File: src/rtl/fft_pkg.sv
// Shared definitions for the SDF FFT pipeline: default length, log2 helper,
// stage-controller FSM states and the default twiddle address width.
package fft_pkg;

    localparam int N_FFT_DEFAULT = 128;

    function automatic int log2(input int n);
        int r;
        r = 0;
        for (int i = 0; i < 31; i++) begin
            if ((1 << i) < n) r = i + 1;
        end
        return r;
    endfunction

    localparam int TW_ADDR_W = log2(N_FFT_DEFAULT) - 1;

    typedef enum logic [1:0] {
        IDLE  = 2'd0,
        RUN   = 2'd1,
        DRAIN = 2'd2
    } state_e;

endpackage

File: src/rtl/sdf_gap_timer.sv
// Counts idle cycles at a frame boundary; expire_o fires on the cycle the
// count reaches IDLE_GAP, and the counter restarts from zero.
module sdf_gap_timer #(
    parameter int IDLE_GAP = 4
) (
    input  logic clk,
    input  logic reset_n,
    input  logic clr_i,
    input  logic inc_i,
    output logic expire_o
);

    localparam int GW = $clog2(IDLE_GAP + 1);

    logic [GW-1:0] gap_q, gap_d;
    logic [GW-1:0] gap_inc;

    always_comb begin
        gap_inc  = gap_q + 1'b1;
        expire_o = inc_i && (gap_inc == GW'(IDLE_GAP));
        gap_d    = gap_q;
        if (clr_i || expire_o) begin
            gap_d = '0;
        end else if (inc_i) begin
            gap_d = gap_inc;
        end
    end

    always_ff @(posedge clk or negedge reset_n) begin
        if (!reset_n) begin
            gap_q <= '0;
        end else begin
            gap_q <= gap_d;
        end
    end

endmodule

File: src/rtl/sdf_stage_ctrl.sv
// Sequencing controller for one radix-2 SDF FFT stage, delay D = N_FFT >> (STAGE+1).
// Define SOP_CHECK_EN to flag and resynchronise on a misaligned in_sop; otherwise err_sop is tied 0.
module sdf_stage_ctrl
    import fft_pkg::*;
#(
    parameter int N_FFT    = N_FFT_DEFAULT,
    parameter int STAGE    = 0,
    parameter int IDLE_GAP = 4
) (
    input  logic                   clk,
    input  logic                   reset_n,
    input  logic                   in_valid,
    input  logic                   in_sop,
    output logic                   sr_valid,
    output logic                   bf_sel,
    output logic [log2(N_FFT)-2:0] tw_addr,
    output logic                   out_valid,
    output logic                   out_sop,
    output logic                   busy,
    output logic                   err_sop
);

    localparam int W   = log2(N_FFT);
    localparam int AW  = W - 1;
    localparam int D   = N_FFT >> (STAGE + 1);
    localparam int DW  = log2(D);
    localparam int DCW = (DW > 0) ? DW : 1;

    state_e         state_q, state_d;
    logic [W-1:0]   cnt_q, cnt_d;
    logic [DCW-1:0] dcnt_q, dcnt_d;
    logic           primed_q, primed_d;
    logic [AW-1:0]  tw_q, tw_d;

    logic           sr_c, bf_c, ov_c, sop_c, err_c;
    logic           gap_clr, gap_inc, gap_expire;
    logic [W-1:0]   k;

    // Idle cycles only count while parked exactly on a frame boundary.
    assign gap_clr = (state_q != RUN) || in_valid;
    assign gap_inc = (state_q == RUN) && !in_valid && (cnt_q == '0);

    sdf_gap_timer #(
        .IDLE_GAP (IDLE_GAP)
    ) u_gap (
        .clk      (clk),
        .reset_n  (reset_n),
        .clr_i    (gap_clr),
        .inc_i    (gap_inc),
        .expire_o (gap_expire)
    );

    always_comb begin
        state_d  = state_q;
        cnt_d    = cnt_q;
        dcnt_d   = dcnt_q;
        primed_d = primed_q;
        sr_c     = 1'b0;
        bf_c     = 1'b0;
        ov_c     = 1'b0;
        err_c    = 1'b0;

        case (state_q)
            IDLE: begin
                sr_c = in_valid && in_sop;
                if (sr_c) begin
                    cnt_d   = W'(1);
                    state_d = RUN;
                end
            end
            RUN: begin
                if (in_valid) begin
                    sr_c  = 1'b1;
                    bf_c  = cnt_q[DW];
                    cnt_d = cnt_q + 1'b1;
                    if (bf_c) primed_d = 1'b1;
`ifdef SOP_CHECK_EN
                    if (in_sop && (cnt_q != '0)) begin
                        err_c    = 1'b1;
                        bf_c     = 1'b0;
                        cnt_d    = W'(1);
                        primed_d = 1'b0;
                    end
`endif
                    ov_c = bf_c || (primed_q && !err_c);
                end else if (gap_expire) begin
                    state_d = DRAIN;
                    dcnt_d  = '0;
                end
            end
            DRAIN: begin
                sr_c   = 1'b1;
                ov_c   = primed_q;
                dcnt_d = dcnt_q + 1'b1;
                if (dcnt_q == DCW'(D - 1)) begin
                    state_d  = IDLE;
                    primed_d = 1'b0;
                    cnt_d    = '0;
                    dcnt_d   = '0;
                end
            end
            default: begin
                state_d = IDLE;
            end
        endcase
    end

    // Twiddle index only matters for difference outputs; hold it otherwise.
    always_comb begin
        k     = (state_q == DRAIN) ? W'(dcnt_q) : (cnt_q & W'(D - 1));
        tw_d  = (ov_c && !bf_c) ? AW'(k << STAGE) : tw_q;
        sop_c = ov_c && bf_c && (cnt_q == W'(D));
    end

    always_ff @(posedge clk or negedge reset_n) begin
        if (!reset_n) begin
            state_q  <= IDLE;
            cnt_q    <= '0;
            dcnt_q   <= '0;
            primed_q <= 1'b0;
            tw_q     <= '0;
        end else begin
            state_q  <= state_d;
            cnt_q    <= cnt_d;
            dcnt_q   <= dcnt_d;
            primed_q <= primed_d;
            tw_q     <= tw_d;
        end
    end

    assign sr_valid  = reset_n && sr_c;
    assign bf_sel    = reset_n && bf_c;
    assign out_valid = reset_n && ov_c;
    assign out_sop   = reset_n && sop_c;
    assign err_sop   = reset_n && err_c;
    assign busy      = reset_n && (state_q != IDLE);
    assign tw_addr   = reset_n ? tw_d : '0;

endmodule

File: config.mk
export PLATFORM = sky130hd
export DESIGN_NAME = sdf_stage_ctrl
export DESIGN_NICKNAME = d
export VERILOG_FILES = /design/src/rtl/fft_pkg.sv /design/src/rtl/sdf_gap_timer.sv /design/src/rtl/sdf_stage_ctrl.sv
export SDC_FILE = /design/constraint.sdc
export NUM_CORES = 1
export LEC_CHECK = 0
export BUFFER_PORTS_ARGS = -buffer_cell sky130_fd_sc_hd__buf_2
export CAP_MARGIN = 20
export CORE_AREA = 2 2 72 74
export DETAILED_ROUTE_END_ITERATION = 12
export DIE_AREA = 0 0 74 76
export GPL_TIMING_DRIVEN = 0
export PLACE_DENSITY = 0.5
export SETUP_SLACK_MARGIN = 0.3
export SLEW_MARGIN = 10
export SYNTH_ARGS = -nofsm -noshare
export SYNTH_HDL_FRONTEND = slang
export SYNTH_SLANG_ARGS = --single-unit
File: constraint.sdc
create_clock -name clk -period 6.35 [get_ports clk]
set_input_delay 0.3175 -clock clk [delete_from_list [all_inputs] [get_ports clk]]
set_output_delay 0.3175 -clock clk [all_outputs]
set_load 0.005 [all_outputs]
**Yosys cells after proc, flatten, opt, wreduce, memory -nomap -nowiden**

Cells that the tools add are included.

- Muxes and demuxes: 28
- $add $sub $neg: 3
- Eq/ne operators: 12
- Reduce and logical (&&, ||, !) cells: 27

Operator list:

| operator | number |
|---|---|
| $mux 6 | 6 |
| $mux 7 | 3 |
| $pmux 7 s3 | 1 |
| $logic_and 1x1->1 | 12 |
| $ne 2x2->1 const B | 6 |
| $pmux 6 s2 | 1 |
| $reduce_and 4->1 | 3 |
| $mux 2 | 4 |
| $add 7x1->7 const B | 1 |
| $eq 7x7->1 const B | 1 |
| $logic_not 7->1 | 1 |
| $mux 1 | 7 |
| $add 6x1->6 const B | 1 |
| $eq 6x6->1 const B | 1 |
| $mux 3 | 2 |
| $pmux 2 s3 | 1 |
| $reduce_bool 2->1 | 3 |
| $pmux 1 s2 | 2 |
| $add 3x1->3 const B | 1 |
| $eq 3x3->1 const B | 1 |
| $logic_or 1x1->1 | 3 |
| $pmux 1 s3 | 1 |
| $reduce_and 3->1 | 1 |
| $reduce_bool 3->1 | 1 |
| 5 further kinds | 6 |

- Output and inout port bits: 12
- Logic and storage cells: 76
- Bits of input ports: 4
- Flip-flop bits (word level): 25

**Depth between registers and ports, before layout**

Gate-level depths: netlist of run 1.

- Depth after elaboration: 7
- Depth in mapped cells: 8
- Gate-level depth less buffers: 6

**Cells and area by module**

Synthesis of run 1 repeated with hierarchy kept, for this count alone.

- Cell total of the unflattened synthesis: 178
- Area, all modules: 1674.1 um^2

By module, submodules not included:

| module | instances | area an instance (um^2) | cells an instance |
|---|---|---|---|
| sdf_stage_ctrl | 1 | 1500.2 | 162 |
| sdf_gap_timer | 1 | 173.9 | 16 |

**Worst setup path after synthesis of run 1**

Ideal clock, no wire load.

- Kind: reg2out
- From: register state_q[1]
- To: output port tw_addr[0]
- Data arrival time: 1.801 ns
- Data required time: 6.032 ns
- Setup slack: 4.231 ns
- Stages on the path, launching flop included: 9
- Cell sequence: dfrtp_1 -> inv_1 -> ha_1 -> clkbuf_1 -> o211a_1 -> o211ai_1 -> clkbuf_1 -> or2_2 -> a21oi_1

- Longest elaborated chain between the ends: 6
- Elaborated cells between the ends (all ways): 9
- Those cells by class: eq/ne (2); mux (5); reduce/logical (2)

Ends and longest elaborated chain:

| what | RTL line | source |
|---|---|---|
| from (decl) | sdf_stage_ctrl.sv:29 | `state_e state_q, state_d;` |
| from (signal assigned) | sdf_stage_ctrl.sv:123 | `state_q <= state_d;` |
| $eq 2x1->1 | sdf_stage_ctrl.sv:63 | `case (state_q)` |
| $mux 1 | sdf_stage_ctrl.sv:63 |  |
| $logic_not 1->1 | sdf_stage_ctrl.sv:111 | `tw_d = (ov_c && !bf_c) ? AW'(k << STAGE) : tw_q;` |
| $logic_and 1x1->1 | sdf_stage_ctrl.sv:111 |  |
| $mux 6 (*) | sdf_stage_ctrl.sv:111 |  |
| $mux 6 (*) | sdf_stage_ctrl.sv:137 | `assign tw_addr = reset_n ? tw_d : '0;` |
| to (decl) | sdf_stage_ctrl.sv:16 | `output logic [log2(N_FFT)-2:0] tw_addr,` |

Every way passes the cells marked *; elsewhere a longest branch is shown, timed or not.

**Worst setup path after layout of run 1**

- From: register state_q[1]
- To: output port tw_addr[3]

The elaborated chain is that of the path after synthesis.

==> metrics.log, run 1 <==
[metrics] share of final-layout standard cells stronger than drive strength 1: 16.9%
[metrics] die width: 74 um
[metrics] largest fanout of any net on the critical path: 10
[metrics] num rows: 26
[metrics] Total GRT Usage: 15.1%
[metrics] count of filler cells inserted in the layout: 515
[metrics] mean cell area of the mapped netlist: 9.53 um^2
[metrics] Main synth FF type: dfrtp_1
[metrics] final instance area: 1830 um^2
[metrics] largest cells by area after synthesis: dfrtp_1 (38%), ha_1 (7.7%), o41ai_1 (3.8%)
[metrics] combinational family with the most area after synthesis: simple AND/OR/NAND/NOR gates
[metrics] CTS tree: done
[metrics] half-perimeter wire length of the detailed placement result: 2850 um
[metrics] transition time at the pin with the least slew margin: 629 ps
[metrics] post-route minimum period: 2860 ps
[metrics] fraction of synthesized cell area taken by the top area cell type: 38.4%
[metrics] total number of H-tree levels: 1
[metrics] largest net degree at the start of global routing: 30
[metrics] count of endpoints failing setup in the final report: 0
[metrics] headroom to the max-slew limit: 58.1%
[metrics] crit path from: state_q[1]
[metrics] status: complete, no violations
[metrics] number of vias in the routed layout: 1341
[metrics] gate count after technology mapping: 171
[metrics] post-placement cell area: 1790 um^2
[metrics] most common library cells after synthesis: dfrtp_1 (25), nand2_1 (16), ha_1 (10)
[metrics] global-route wire length before repair: 6610 um
[metrics] starting density of the core: 33.2%
[metrics] number of antenna violations at the first check in global routing: 0
[metrics] sequential share of the synthesized area: 38.4%
[metrics] worst reg2reg path startpoint: state_q[1]
[metrics] power density over the cells: 374 nW/um^2
[metrics] fraction of synthesized cell area in xor and xnor cells: 0%
[metrics] Clock Skews: 4.79 ps
[metrics] endpoint kind of the worst setup timing path: output pin
[metrics] number of clock sinks seen by CTS: 25
[metrics] total standard cell area after synthesis: 1630 um^2
[metrics] diodes inserted: 0
[metrics] Reg clk slew, reported paths: 90 ps
[metrics] number of DRC violations after detailed routing: 0
[metrics] maxcap violations: 0
[metrics] Worst setup SP type: flip-flop
[metrics] per-cell via count in the routed design: 5.18
[metrics] synthesis-to-layout area growth: 12.4%
[metrics] final clock period utilization by the worst path: 45.0%
[metrics] critical path data arrival time: 2540 ps
[metrics] utilization after layout: 37.3%
[metrics] Post-Syn Nets: 185
[metrics] floorplan core area: 4910 um^2
[metrics] initial drt markers: 55
[metrics] compound-gate portion of the synthesized area: 18.6%
[metrics] number of routed nets with antenna violations: 0
[metrics] multiplexer area fraction after synthesis: 6.52%
[metrics] total detailed-routing wirelength: 3830 um
[metrics] post-CTS setup-driven buffer insertion count: 0
[metrics] final RePlAce weighted congestion: 0.808
[metrics] simple-gate portion of the synthesized area: 24.4%
[metrics] final number of hold-violating endpoints: 0
[metrics] NumNets Final: 204
[metrics] fraction of registers with async set/reset: 100%
[metrics] most frequently used cell type in the post-synthesis netlist: dfrtp_1
[metrics] number of gates resized after CTS: 0
[metrics] number of buffers created by CTS: 3
[metrics] arithmetic-cell share of the synthesized area counting full adders, half adders and majority gates: 7.67%
[metrics] fmax: 350 MHz
[metrics] clock latency at the later pin of the worst-skew pair: 270 ps
[metrics] Die Ht: 76 um
[metrics] number of pins exceeding their max-slew limit in the final report: 0
[metrics] maximum count of clock buffers along a single path: 2
[metrics] vias in the first global route: 1355
[metrics] Synth area leader: dfrtp_1
[metrics] critical path class: reg2out
[metrics] setup tns final: 0 ps
[metrics] die outline area: 5620 um^2
[metrics] setup repair after global routing missed its margin: no
[metrics] worst-case hold slack: 51.3 ps
[metrics] overflow left after global routing: 0
[metrics] Hold Path Class: in2async
[metrics] I/O pin count: 16
[metrics] Post-CTS Hold Fix Bufs: 0
[metrics] number of enable flip-flop cells after synthesis: 0
[metrics] worst voltage drop across the vdd grid: 129 uV
[metrics] master cell of the clock root buffer: clkbuf_8
[metrics] routed length per instance: 14.8 um
[metrics] I/O Buffers: 14
[metrics] Syn. warnings: 0
[metrics] cell leakage power: 0.896 nW
[metrics] Worst EP required: 6030 ps
[metrics] router iterations before antenna repair: 4
[metrics] number of register bits inferred by synthesis: 25
[metrics] number of unique standard cell types used by synthesis: 47
-- final cells by class --
type	count	area (um^2)	area share, %
sequential	25	626	34.1
buffer	8	41.3	2.25
multi-input combinational	131	937	51.1
clock buffer	4	45.0	2.46
tap	70	87.6	4.78
timing repair buffer	14	70.1	3.82
inverter	7	26.3	1.43
-- worst max-delay path, cell delays in order, from the launching register on --
cell	delay, ps
dfrtp_1	420
inv_1	110
ha_1	150
clkbuf_1	350
o211a_1	240
o211ai_1	130
clkbuf_1	240
or2_2	350
a21oi_1	150
buf_2	130
-- cells in the final DEF, fill, tap and decap left out, types with 2 or more instances in the layout --
master	instances
inv_1	7
a211o_1	3
clkbuf_1	6
clkbuf_8	3
and4b_1	2
dfrtp_1	25
o211a_1	2
o41ai_1	7
o21ai_0	2
o211ai_1	2
mux2i_1	5
nand2b_1	2
a21oi_1	8
and3_1	7
nor2b_1	3
and2_1	3
ha_1	10
a21o_1	3
nand4b_1	3
a31oi_1	2
nand2_1	16
nand3_1	8
o31ai_1	4
buf_2	14
nor2_1	9
or2_2	4
or3_1	3
mux2_2	5
-- state kept, by name, summed over array words and instances (netlist names) --
register     flops
cnt_q            7
tw_q             6
u_gap.gap_q      3
dcnt_q           6
state_q          2
primed_q         1
-- through the flow --
step	setup WS, ps	power [mW]	instances
2_1_floorplan	4230	0.490	171
3_3_place_gp	3880	0.584	255
3_5_place_dp	3830	0.595	255
4_1_cts	3500	0.696	259
5_1_grt	3240	0.750	259
6_report	3490	0.686	259
-- power breakdown --
group          internal, mW  switching (mW)  total [mW]  leakage [nW]
sequential            0.195          0.0326       0.228         0.335
clock                0.0450          0.0517      0.0967        0.0228
combinational         0.146           0.215       0.362         0.538
-- layer usage --
metal | share of wire (%) | global-route usage, % | vias up
li1 | - | - | 670
met1 | 49 | 21.7 | 646
met2 | 46 | 22.8 | 21
met3 | 3.5 | 3.17 | 4
met4 | 1.0 | 4.00 | 0
met5 | 0 | 0 | -
-- final timing paths --
check | slack, ps | endpoint | cells after the start
min in group clk | 470 | tw_q[3] | 2
max in group asynchronous | 5890 | cnt_q[6] | 1
max reg2reg | 4120 | tw_q[5] | 8
min | 50 | dcnt_q[4] | 1
max | 3490 | tw_addr[3] | 9
min reg2reg | 470 | tw_q[3] | 2
-- kinds of logic after synthesis --
group | after synthesis
simple gates | 69
flops | 25
mux | 10
compound gates | 41
fa+ha+maj | 10
other cells | 1
buf+inv | 15
Note: power is estimated with default switching activity, not from simulation.
==> run 2, diff against run 1 <==
- PLACE_DENSITY: 0.5 -> 0.52
- clock period: 6.35 -> 2.3 ns (I/O delays scaled with it)
==> metrics.log, run 2 (synthesis results as in run 1) <==
[metrics] final clock period utilization by the worst path: 97.2%
[metrics] per-cell via count in the routed design: 5.27 (+1.9%)
[metrics] final instance area: 2330 um^2 (+27%)
[metrics] total number of H-tree levels: 1 (unchanged)
[metrics] Hold Path Class: in2reg
[metrics] destination of the worst register-to-register timing path: u_gap.gap_q[1]
[metrics] number of routed nets with antenna violations: 0 (unchanged)
[metrics] number of pins exceeding their max-slew limit in the final report: 0 (unchanged)
[metrics] number of antenna violations at the first check in global routing: 0 (unchanged)
[metrics] number of buffers created by CTS: 3 (unchanged)
[metrics] register bank with the most flops: cnt_q
[metrics] worst-case hold slack: 330 ps (+279 ps)
[metrics] leading cell type in the layout, fill and taps excluded: buf_4
[metrics] Reg clk slew, reported paths: 100 ps (about the same)
[metrics] critical path class: reg2out
[metrics] register-to-register setup slack: 220 ps (-3900 ps)
[metrics] transition time at the pin with the least slew margin: 614 ps (-15.1 ps)
[metrics] Clock Skews: 5.28 ps (+0.495 ps)
[metrics] count of endpoints failing setup in the final report: 0 (unchanged)
[metrics] worst reg2reg path startpoint: cnt_q[1]
[metrics] die outline area: 5620 um^2 (unchanged)
[metrics] initial drt markers: 101 (+84%)
[metrics] number of flip-flops under the largest register name: 7 (unchanged)
[metrics] Worst EP required: 2180 ps (-3850 ps)
[metrics] power density over the cells: 1150 nW/um^2 (+210%)
[metrics] CTS tree: done
[metrics] global-route wire length before repair: 7160 um (+8.4%)
[metrics] Total GRT Usage: 16.0% (+0.97 points)
[metrics] post-placement cell area: 1790 um^2 (unchanged)
[metrics] worst hold endpoint: u_gap.gap_q[0]
[metrics] slowest stage cell, crit path: dfrtp_1
[metrics] number of vias in the routed layout: 1519 (+13%)
[metrics] num rows: 26 (unchanged)
[metrics] commonest cells after routing, fill and taps aside: buf_4 (23), dfrtp_1 (21), buf_2 (14), nand2_1 (14), buf_6 (9)
[metrics] die width: 74 um (unchanged)
[metrics] I/O pin count: 16 (unchanged)
[metrics] master cell of the clock root buffer: clkbuf_8
[metrics] maximum count of clock buffers along a single path: 2 (unchanged)
[metrics] cell count of the worst reg-to-reg path: 6 (-2)
[metrics] final RePlAce weighted congestion: 0.816 (+0.96%)
[metrics] clock latency at the later pin of the worst-skew pair: 270 ps (about the same)
[metrics] fmax: 447 MHz
[metrics] Worst setup SP type: flip-flop
[metrics] Hold Path Cell Cnt: 3
[metrics] origin of the worst min-delay path: in_valid
[metrics] half-perimeter wire length of the detailed placement result: 2920 um (+2.5%)
[metrics] cell leakage power: 1.10 nW (+23%)
[metrics] synthesis-to-layout area growth: 43.1%
[metrics] max incr delay on CP: 410 ps (about the same)
[metrics] headroom to the max-slew limit: 58.7% (+0.57 points)
[metrics] overflow left after global routing: 0 (unchanged)
[metrics] status: complete, no violations
[metrics] post-route minimum period: 2240 ps
[metrics] Die Ht: 76 um (unchanged)
[metrics] starting density of the core: 33.2% (unchanged)
[metrics] largest net degree at the start of global routing: 26 (-13%)
[metrics] diodes inserted: 0 (unchanged)
[metrics] floorplan core area: 4910 um^2 (unchanged)
[metrics] count of filler cells inserted in the layout: 469 (-8.9%)
[metrics] critical path, cell by cell: inv_2, ha_4, buf_8, o211a_1, o211ai_1, buf_4, buf_6, a211o_1, and3_1, buf_2
[metrics] endpoint kind of the worst setup timing path: output pin
[metrics] number of DRC violations after detailed routing: 0 (unchanged)
[metrics] routed length per instance: 16.3 um (+10%)
[metrics] worst voltage drop across the vdd grid: 656 uV (+410%)
[metrics] setup repair after global routing missed its margin: yes
[metrics] vias in the first global route: 1506 (+11%)
[metrics] share of final-layout standard cells stronger than drive strength 1: 46.8% (+30 points)
[metrics] critical path data arrival time: 2120 ps (-420 ps)
[metrics] total detailed-routing wirelength: 4690 um (+23%)
[metrics] maxcap violations: 0 (unchanged)
[metrics] router iterations before antenna repair: 4 (unchanged)
[metrics] I/O Buffers: 14 (unchanged)
[metrics] largest fanout of any net on the critical path: 5 (-5)
[metrics] NumNets Final: 233 (+14%)
[metrics] biggest registers after layout: cnt_q: 7 flops, dcnt_q: 6 flops, tw_q: 6 flops
[metrics] number of clock sinks seen by CTS: 25 (unchanged)
[metrics] final number of hold-violating endpoints: 0 (unchanged)
run 2: cell count changes in the layout (fill, tap and decap cells not counted), sizes merged:
| cell | delta |
|---|---|
| buf | +31 |
| clkbuf | -4 |
| dlygate4sd3 | +1 |
| clkinvlp | +1 |
run 2: worst max-delay path: cells and delay by family, from the launching register on:
family	cells	cell delay, ps
AOI/OAI and AO/OA	3	510
adders and majority gates	1	140
and+or+nand+nor	1	180
buffers and inverters	5	610
DFF	1	410
run 2: power breakdown:
| group | leakage [nW] | switching [mW] | internal (mW) |
|---|---|---|---|
| logic | 0.746 | 0.854 | 0.916 |
| clock network | 0.0217 | 0.153 | 0.123 |
| registers | 0.330 | 0.0836 | 0.545 |
| total | 1.10 | 1.09 | 1.58 |
run 2: metal layers:
metal | vias up | GRT usage [%] | share of wire, %
met1 | 755 | 20.1 | 43
met4 | 0 | 2.18 | 0.26
li1 | 729 | - | -
met2 | 33 | 28.1 | 52
met3 | 2 | 3.84 | 4.7
met5 | - | 0 | 0
run 2: how the worst max path moves through the flow:
stage	from	end	slack, ps	cells after the start
CTS	state_q[0]	tw_addr[4]	9	9
floorplan	cnt_q[0]	u_gap.gap_q[1]	320	6
detailed placement	state_q[1]	tw_addr[0]	-40	9
global route	state_q[1]	tw_addr[5]	-10	10
finish	state_q[1]	tw_addr[5]	60	10
global placement	state_q[1]	tw_addr[0]	10	9
run 2: final cells by class:
| type | instances | area [um^2] | area share, % |
|---|---|---|---|
| plain buffers | 8 | 71.3 | 3.06 |
| clock buffers | 3 | 41.3 | 1.77 |
| clock inverters | 1 | 7.51 | 0.322 |
| inverters | 7 | 28.8 | 1.23 |
| multi-input cells | 131 | 1140 | 48.8 |
| flip-flops and latches | 25 | 631 | 27.0 |
| well taps | 70 | 87.6 | 3.76 |
| repair buffers | 43 | 328 | 14.1 |
run 2: timing repair:
action,in CTS,in global routing
gates cloned,1,0
pin swaps,16,13
setup endpoints to repair,31,27
resized for setup,35,43
endpoints found under the hold margin,25,0
setup buffers,15,11
hold buffers,2,0
run 2: per-stage QoR:
| step | TNS [ps] | worst slack [ps] | power (mW) | std cells | utilization, % |
|---|---|---|---|---|---|
| after floorplan | 0 | 318 | 1.35 | 171 | - |
| after global placement | 0 | 13.6 | 1.60 | 255 | 36.4 |
| after detailed placement | -141 | -39.2 | 1.64 | 255 | 36.4 |
| after CTS | 0 | 8.52 | 2.30 | 277 | 42.9 |
| after global routing | -12.9 | -12.9 | 2.86 | 288 | 47.5 |
| final | 0 | 64.2 | 2.67 | 288 | 47.5 |
==> run 3, diff against run 2 <==
- CORE_AREA: 2 2 72 74 -> 2 2 73 75
- DIE_AREA: 0 0 74 76 -> 0 0 75 77
- HOLD_SLACK_MARGIN: default -> 0.12
- SYNTH_HIERARCHICAL: default -> 1
==> metrics.log, run 3 <==
[metrics] status: complete, no violations
[metrics] total power: 2.18 mW (-18%)
[metrics] GR met1 Demand/Resource: 20.8% (+0.71 points)
[metrics] Hold Path Class: in2async
[metrics] fraction of registers with async set/reset: 100% (unchanged)
[metrics] number of register bits inferred by synthesis: 25 (unchanged)
[metrics] final clock period utilization by the worst path: 93.8% (-3.4 points)
[metrics] NumNets Final: 239 (+2.6%)
[metrics] commonest cells after routing, fill and taps aside: dfrtp_1 (22), buf_4 (21), buf_2 (17)
[metrics] maxcap violations: 0 (unchanged)
[metrics] number of vias in the routed layout: 1557 (+2.5%)
[metrics] number of enable flip-flop cells after synthesis: 0 (unchanged)
[metrics] CTS tree: done
[metrics] floorplan core area: 4980 um^2 (+1.3%)
[metrics] leading cell type in the layout, fill and taps excluded: dfrtp_1
[metrics] cell-internal power: 1.26 mW (-21%)
[metrics] mean cell area of the mapped netlist: 9.41 um^2 (-1.4%)
[metrics] power density over the cells: 919 nW/um^2 (-20%)
[metrics] met2 track demand over resource: 27.3% (-0.84 points)
[metrics] number of routed nets with antenna violations: 0 (unchanged)
[metrics] largest net degree at the start of global routing: 26 (unchanged)
[metrics] largest fanout of any net on the critical path: 5 (unchanged)
[metrics] Post-Syn Nets: 192 (+3.8%)
[metrics] diodes inserted: 0 (unchanged)
[metrics] net load switching power: 922 uW (-15%)
[metrics] biggest registers after layout: cnt_q: 7 flops, dcnt_q: 6 flops, tw_q: 6 flops
[metrics] total number of H-tree levels: 1 (unchanged)
[metrics] Clock Skews: 12.9 ps (+7.60 ps)
[metrics] Worst EP required: 2480 ps (+300 ps)
[metrics] relative contribution of sequential cells to total power: 25.7% (+2.2 points)
[metrics] most common library cells after synthesis: dfrtp_1 (25), nor2_1 (14), a21oi_1 (12)
[metrics] final RePlAce weighted congestion: 0.875 (+7.2%)
[metrics] total standard cell area after synthesis: 1670 um^2 (+2.7%)
[metrics] number of clock sinks seen by CTS: 25 (unchanged)
[metrics] endpoint kind of the worst setup timing path: flip-flop
[metrics] post-route minimum period: 2160 ps (-77.4 ps)
[metrics] Final Worst Setup Slack: 142 ps (+77.4 ps)
[metrics] fraction of power consumed by combinational cells: 61.0% (-5.2 points)
[metrics] Clock power frac: 13.3% (+3.0 points)
[metrics] GR Util met3: 2.23% (-1.6 points)
[metrics] critical path class: reg2reg
[metrics] Worst setup SP type: flip-flop
[metrics] number of pins exceeding their max-slew limit in the final report: 0 (unchanged)
[metrics] global-route wire length before repair: 7410 um (+3.5%)
[metrics] I/O Buffers: 14 (unchanged)
[metrics] fmax: 463 MHz (+3.6%)
[metrics] number of cells in the finished layout apart from fillers: 294 (+2.1%)
[metrics] half-perimeter wire length of the detailed placement result: 2970 um (+1.8%)
[metrics] count of endpoints failing setup in the final report: 0 (unchanged)
[metrics] total detailed-routing wirelength: 4630 um (-1.2%)
[metrics] Main synth FF type: dfrtp_1
[metrics] vias in the first global route: 1538 (+2.1%)
[metrics] number of flip-flops under the largest register name: 7 (unchanged)
[metrics] gate count after technology mapping: 178 (+4.1%)
[metrics] worst voltage drop across the vdd grid: 592 uV (-9.7%)
[metrics] post-placement cell area: 1890 um^2 (+5.5%)
[metrics] register bank with the most flops: cnt_q
[metrics] sequential share of the synthesized area: 37.4% (-1.0 points)
[metrics] final instance area: 2370 um^2 (+1.7%)
[metrics] worst-case hold slack: 374 ps (+43.5 ps)
[metrics] number of antenna violations at the first check in global routing: 0 (unchanged)
[metrics] master cell of the clock root buffer: clkbuf_8
[metrics] cell leakage power: 1.05 nW (-4.0%)
[metrics] setup tns final: 0 ps (unchanged)
[metrics] fraction of synthesized cell area taken by the top area cell type: 37.4% (-1.0 points)
[metrics] I/O pin count: 16 (unchanged)
[metrics] cell count of the worst reg-to-reg path: 10 (+4)
[metrics] maximum count of clock buffers along a single path: 2 (unchanged)
[metrics] largest cells by area after synthesis: dfrtp_1 (37%), ha_1 (7.5%), a21oi_1 (3.6%)
[metrics] most frequently used cell type in the post-synthesis netlist: dfrtp_1
[metrics] final number of hold-violating endpoints: 0 (unchanged)
[metrics] router iterations before antenna repair: 4 (unchanged)
[metrics] Reg clk slew, reported paths: 110 ps (about the same)
[metrics] register-to-register setup slack: 140 ps (-80 ps)
[metrics] number of DRC violations after detailed routing: 0 (unchanged)
[metrics] number of unique standard cell types used by synthesis: 50 (+6.4%)
[metrics] overflow left after global routing: 0 (unchanged)
[metrics] Synth area leader: dfrtp_1
[metrics] synthesis-to-layout area growth: 41.6%
[metrics] destination of the worst register-to-register timing path: state_q[1]
[metrics] num rows: 26 (unchanged)
[metrics] setup repair after global routing missed its margin: yes
[metrics] Die Ht: 77 um (+1.3%)
[metrics] number of buffers created by CTS: 3 (unchanged)
[metrics] initial drt markers: 83 (-18%)
[metrics] setup slack after placement: -79.1 ps (-39.8 ps)
[metrics] routing layer with the top usage in global route: met2
[metrics] die width: 75 um (+1.4%)
[metrics] starting density of the core: 33.6% (+0.45 points)
[metrics] share of final-layout standard cells stronger than drive strength 1: 43.8% (-3.0 points)
[metrics] Syn. warnings: 6 (+6)
[metrics] routed length per instance: 15.8 um (-3.2%)
[metrics] die outline area: 5780 um^2 (+2.7%)
[metrics] per-cell via count in the routed design: 5.30 (+0.41%)
[metrics] critical path data arrival time: 2340 ps (+220 ps)
[metrics] utilization after layout: 47.6% (+0.16 points)
[metrics] Net Sw Frac: 42.3% (+1.5 points)
[metrics] Total GRT Usage: 16.7% (+0.62 points)
[metrics] clock latency at the later pin of the worst-skew pair: 290 ps (+20 ps)
[metrics] worst reg2reg path startpoint: cnt_q[4]
[metrics] Cells after DPL: 262 (+2.7%)
[run 3: changes by cell type after synthesis, moves of 5 or more]
cell and delta:
o41ai_1 -7, nor3_1 +5, and3_1 -5, o21ai_1 +8, nor2_1 +5, nand2_1 -7
[run 3: layout make-up]
| type | instances | area (um^2) |
|---|---|---|
| Timing Repair Buffer | 42 | 339 |
| Sequential cell | 25 | 629 |
| Multi-Input combinational cell | 132 | 1110 |
| Clock inverter | 1 | 7.51 |
| Clock buffer | 3 | 41.3 |
| Fill cell | 487 | 2610 |
| Buffer | 11 | 113 |
| Inverter | 10 | 40.0 |
| Tap cell | 70 | 87.6 |
[run 3: kinds of logic after synthesis]
| group | synth area share [%] |
|---|---|
| buf+inv | 6.58 |
| mux | 5.61 |
| other cells | 0.224 |
| fa+ha+maj | 7.47 |
| simple gates | 18.7 |
| compound gates | 24.1 |
| flops | 37.4 |
[run 3: per-layer routing]
metal / vias to the layer above / share of wire (%)
met1: 779 / 43
met2: 22 / 51
met5: - / 0
met4: 0 / 3.3
li1: 743 / -
met3: 13 / 2.1
[run 3: power by group through the flow]
stage / clock, mW / combinational (mW) / sequential [mW]
after global placement: 0 / 0.855 / 0.560
final: 0.289 / 1.33 / 0.561
after CTS: 0.298 / 1.23 / 0.556
after floorplan: 0 / 0.678 / 0.546
after detailed placement: 0 / 0.874 / 0.565
after global routing: 0.317 / 1.44 / 0.568
[run 3: worst max path at each step]
stage / cells past startpoint / endpoint / start / slack (ps)
finish: 10 / state_q[1] / cnt_q[4] / 140
detailed placement: 10 / dcnt_q[5] / cnt_q[3] / -80
global route: 9 / dcnt_q[5] / cnt_q[4] / 50
CTS: 12 / dcnt_q[5] / state_q[1] / 110
global placement: 10 / dcnt_q[5] / cnt_q[3] / -40
floorplan: 12 / dcnt_q[5] / state_q[1] / 180
[run 3: repair_timing]
item | 4_1_cts | 5_1_grt
endpoints found under the setup margin | 18 | 17
pin swaps | 9 | 10
hold buffers | 2 | 0
resized for setup | 32 | 14
setup buffers | 18 | 6
cloned | 2 | 0
hold endpoints to repair | 25 | 0
[run 3: worst max-delay path, cell delays in order, from the launching register on]
cell and delay (ps):
dfrtp_2 460, nor4_4 320, nand2_2 120, nor3_4 190, and2_4 180, nand2b_4 50
buf_4 130, buf_6 110, nor2_4 90, o21ai_4 80, mux2_4 320
